File: src/rtl/fetch_ctrl.sv
// fetch_ctrl: program-counter owner and two-byte (opcode, operand) fetch sequencer.
// Latency: 3 cycles per instruction with zero-wait memory; each memory wait cycle adds one.
// Backpressure: mem_req/mem_addr held until mem_ack; instr_valid held until exec_done.
// Optional single-step support is built when FETCH_STEP_EN is defined.
module fetch_ctrl #(
    parameter int                ADDR_W   = 8,
    parameter logic [ADDR_W-1:0] RESET_PC = '0
) (
    input  logic              clk,
    input  logic              rst,
    input  logic              halt,
`ifdef FETCH_STEP_EN
    input  logic              step,
`endif
    output logic              mem_req,
    output logic [ADDR_W-1:0] mem_addr,
    input  logic              mem_ack,
    output logic              iru_en,
    output logic              irl_en,
    output logic              instr_valid,
    input  logic              exec_done,
    input  logic              br_take,
    input  logic [ADDR_W-1:0] br_target,
    output logic [ADDR_W-1:0] pc,
    output logic              busy
);

    localparam logic [1:0] IDLE     = 2'd0;
    localparam logic [1:0] FETCH_HI = 2'd1;
    localparam logic [1:0] FETCH_LO = 2'd2;
    localparam logic [1:0] EXEC     = 2'd3;

    localparam logic [ADDR_W-1:0] PC_ONE = {{(ADDR_W-1){1'b0}}, 1'b1};

    logic [1:0]        state;
    logic [1:0]        state_nxt;
    logic [ADDR_W-1:0] pc_nxt;

`ifdef FETCH_STEP_EN
    // Set while the single instruction launched by a step pulse is in flight.
    logic step_mode;
    logic step_mode_nxt;
`endif

    always_comb begin
        state_nxt = state;
        pc_nxt    = pc;
`ifdef FETCH_STEP_EN
        step_mode_nxt = step_mode;
`endif
        case (state)
            IDLE: begin
                if (!halt) begin
                    state_nxt = FETCH_HI;
                end
`ifdef FETCH_STEP_EN
                else if (step) begin
                    state_nxt     = FETCH_HI;
                    step_mode_nxt = 1'b1;
                end
`endif
            end
            FETCH_HI: begin
                if (mem_ack) begin
                    pc_nxt    = pc + PC_ONE;
                    state_nxt = FETCH_LO;
                end
            end
            FETCH_LO: begin
                if (mem_ack) begin
                    pc_nxt    = pc + PC_ONE;
                    state_nxt = EXEC;
                end
            end
            EXEC: begin
                if (exec_done) begin
                    if (br_take) begin
                        pc_nxt = br_target;
                    end
                    state_nxt = halt ? IDLE : FETCH_HI;
`ifdef FETCH_STEP_EN
                    if (step_mode) begin
                        state_nxt     = IDLE;
                        step_mode_nxt = 1'b0;
                    end
`endif
                end
            end
            default: state_nxt = IDLE;
        endcase
    end

    always_ff @(posedge clk or posedge rst) begin
        if (rst) begin
            state <= IDLE;
            pc    <= RESET_PC;
        end else begin
            state <= state_nxt;
            pc    <= pc_nxt;
        end
    end

`ifdef FETCH_STEP_EN
    always_ff @(posedge clk or posedge rst) begin
        if (rst) begin
            step_mode <= 1'b0;
        end else begin
            step_mode <= step_mode_nxt;
        end
    end
`endif

    // Outputs decode straight from the state register, so reset clears them asynchronously.
    assign mem_req     = (state == FETCH_HI) || (state == FETCH_LO);
    assign mem_addr    = pc;
    assign iru_en      = (state == FETCH_HI) && mem_ack;
    assign irl_en      = (state == FETCH_LO) && mem_ack;
    assign instr_valid = (state == EXEC);
    assign busy        = (state != IDLE);

endmodule

File: config.mk
export PLATFORM = sky130hd
export DESIGN_NAME = fetch_ctrl
export DESIGN_NICKNAME = d
export VERILOG_FILES = /design/src/rtl/fetch_ctrl.sv
export SDC_FILE = /design/constraint.sdc
export NUM_CORES = 1
export LEC_CHECK = 0
export BUFFER_PORTS_ARGS = -buffer_cell sky130_fd_sc_hd__buf_2
export CAP_MARGIN = 15
export CORE_MARGIN = 1
export CORE_UTILIZATION = 40
export DETAILED_ROUTE_END_ITERATION = 16
export PLACE_DENSITY = 0.77
export SKIP_CTS_REPAIR_TIMING = 1
export SYNTH_ARGS = -nofsm -noshare
export SYNTH_HDL_FRONTEND = slang
export SYNTH_SLANG_ARGS = --single-unit
File: constraint.sdc
create_clock -name clk -period 4.04 [get_ports clk]
set_input_delay 0.808 -clock clk [delete_from_list [all_inputs] [get_ports clk]]
set_output_delay 0.808 -clock clk [all_outputs]
set_load 0.05 [all_outputs]
==> results_dict.tcl <==
set metrics [dict create \
    drive_above_1_share_pct 34.96 \
    syn_area_um2 819.5 \
    die_area_um2 2234 \
    skew_ps 6.305 \
    die_y_um 47.27 \
    cp_top_family "adder cells" \
    start_kind "register" \
    hold_violations 0 \
    endpoint_kind "primary output" \
    grt_antenna_before_repair 0 \
    cts_tree "yes" \
    synth-edff-count 0 \
    status "complete, no violations" \
    cts_htree_levels 1 \
    cts_root_buf "clkbuf_4" \
    tightest_slew_ps 636.5 \
    rrSetupSlack_ps 2150 \
    pin_count 35 \
    setup_viol 0 \
    r2r_start "state[0]$_DFFE_PP0P_" \
    relSlewSlack_pct 57.57 \
    hold_slack_ps 512.2 \
    cts_buffers 3 \
    async_reset_ff_share_pct 100.0 \
    core_region_area_um2 1942 \
    maxCapViolCount 0 \
    initial_core_util_pct 42.20 \
    clock_latency_ps 260 \
    cp_max_fo 20 \
    synth_warnings 0 \
    critical_path_class "reg2out" \
    critPathSlowestCell "ha_1" \
    vias 760 \
    dp_hpwl_mm 1.311 \
    overflow 0 \
    r2r_end "state[1]$_DFFE_PP0P_" \
    synth_cells 96 \
    clk_path_buf_depth 2 \
    synthFlopType "dfrtp_1" \
    cts.sinks 10 \
    syn2layout_area_growth_pct 18.63 \
    grt_pass1_vias 614 \
    required_ps 3230 \
    period_minus_slack_ps 2497 \
    yosysSeqAreaShare_pct 30.53 \
    drt_iter0_drc 16 \
    diodes 0 \
    avgSynthCellArea_um2 8.537 \
    rows 16 \
    drc 0 \
    die_x_um 47.27 \
    hold_path_class "in2async" \
    worstPathCellList "ha_1 -> buf_2" \
    rsz0062_at_grt "false" \
    wl_per_cell_um 11.01 \
    synth_fp_nets 117 \
    drv_slew 0 \
    antenna_left 0 \
    numPortBuffers 34 \
    nets 145 \
    finalCritPeriodShare_pct 61.82 \
    place.gp.congestion 0.7657 \
    cpPeakStageDelay_ps 600 \
    crit_buf_inv 1 \
    arrival_ps 1690 \
    grt_max_degree 21 \
    yosysUniqueCellTypes 32 \
    grt_pass1_wl_mm 2.587 \
    vias_per_cell 5.067 \
    cts.clk_slew.worst_paths_ps 70 \
    clock.fmax_mhz 400.4 \
    grtUsageTotal_pct 16.59 \
    r2r_cells 4 \
    tns_ps 0 \
    ys_seq_elements 10 \
    drt-total-wl_mm 1.652 \
    drt_first_pass_iters 4 \
]
==> worst max-delay path by stage <==
stage	startpoint	end	depth (start not counted)
global route	state[1]$_DFFE_PP0P_	instr_valid	2
finish	state[0]$_DFFE_PP0P_	instr_valid	2
global placement	state[0]$_DFFE_PP0P_	instr_valid	2
floorplan	mem_ack	irl_en	1
CTS	state[1]$_DFFE_PP0P_	instr_valid	2
detailed placement	state[1]$_DFFE_PP0P_	instr_valid	2
==> final cells by class <==
type | instances | area, um^2
flip-flops and latches | 10 | 250.2
multi-input cells | 68 | 455.4
well taps | 27 | 33.78
fillers | 209 | 969.7
clock buffers | 4 | 36.28
repair buffers | 34 | 170.2
inverters | 7 | 26.28
==> metal layers <==
layer / track usage, % / vias to the layer above / routed length (um)
met5: 0 / - / 0
met1: 19.68 / 344 / 727
met3: 2.692 / 2 / 106
met2: 28.49 / 31 / 806
met4: 8.571 / 0 / 12
li1: - / 383 / -
==> state kept, by name (all words and copies together) (netlist names) <==
register and cells:
mem_addr 8, state 2
==> cell families (layout without fill, tap and decap cells) <==
group	after synthesis	count (layout)	synth area share (%)
adder cells (fa/ha/maj)	7	7	10.69
AO/OA/AOI/OAI	18	18	13.74
AND/OR/NAND/NOR	40	40	27.18
buffers and inverters	18	45	13.89
multiplexers	3	3	3.969
flip-flops	10	10	30.53
==> worst register-to-register path: cells and delay by family, from the launching register on <==
family	cells	cell delay, ps
simple gates	1	180
mux	1	380
compound gates	1	180
flops	1	450
fa+ha+maj	1	600
==> stage by stage <==
stage                     utilization (%)  cells  instance area (um^2)  worst slack [ps]
after floorplan                         -     96                 819.5              2012
after global placement              48.20    146                 935.9              1864
after detailed placement            48.20    146                 935.9              1799
after CTS                           50.06    150                 972.2              1503
after global routing                50.06    150                 972.2              1391
final                               50.06    150                 972.2              1543
==> synthesized netlist by cell type, types with 2 or more instances <==
| cell type | n | area share, % |
|---|---|---|
| dfrtp_1 | 10 | 31 |
| nor2_1 | 10 | 4.6 |
| buf_4 | 8 | 7.3 |
| ha_1 | 7 | 11 |
| inv_1 | 7 | 3.2 |
| o21ai_0 | 7 | 4.3 |
| nand2_1 | 5 | 2.3 |
| nand3_1 | 4 | 2.4 |
| nor3_1 | 4 | 2.4 |
| a21oi_1 | 3 | 1.8 |
| and2_1 | 3 | 2.3 |
| nor4_1 | 3 | 2.3 |
| a22o_1 | 2 | 2.1 |
| buf_6 | 2 | 2.7 |
| mux2_2 | 2 | 2.7 |
| nand4_1 | 2 | 1.5 |
| o31ai_1 | 2 | 1.8 |
==> cell usage in the layout, fill, tap and decap left out, types with 3 or more instances in the layout <==
master    synthesis  layout
buf_2             1      34
nor2_1           10      10
dfrtp_1          10      10
o21ai_0           7       7
inv_1             7       7
ha_1              7       7
nand2_1           5       5
nand3_1           4       4
nor3_1            4       4
a21oi_1           3       3
and2_1            3       3
nor4_1            3       3
clkbuf_4          0       3
Power is left out: the tool's default activity adds up to more than one toggle a clock period on the data nets, which glitch-free logic cannot reach.
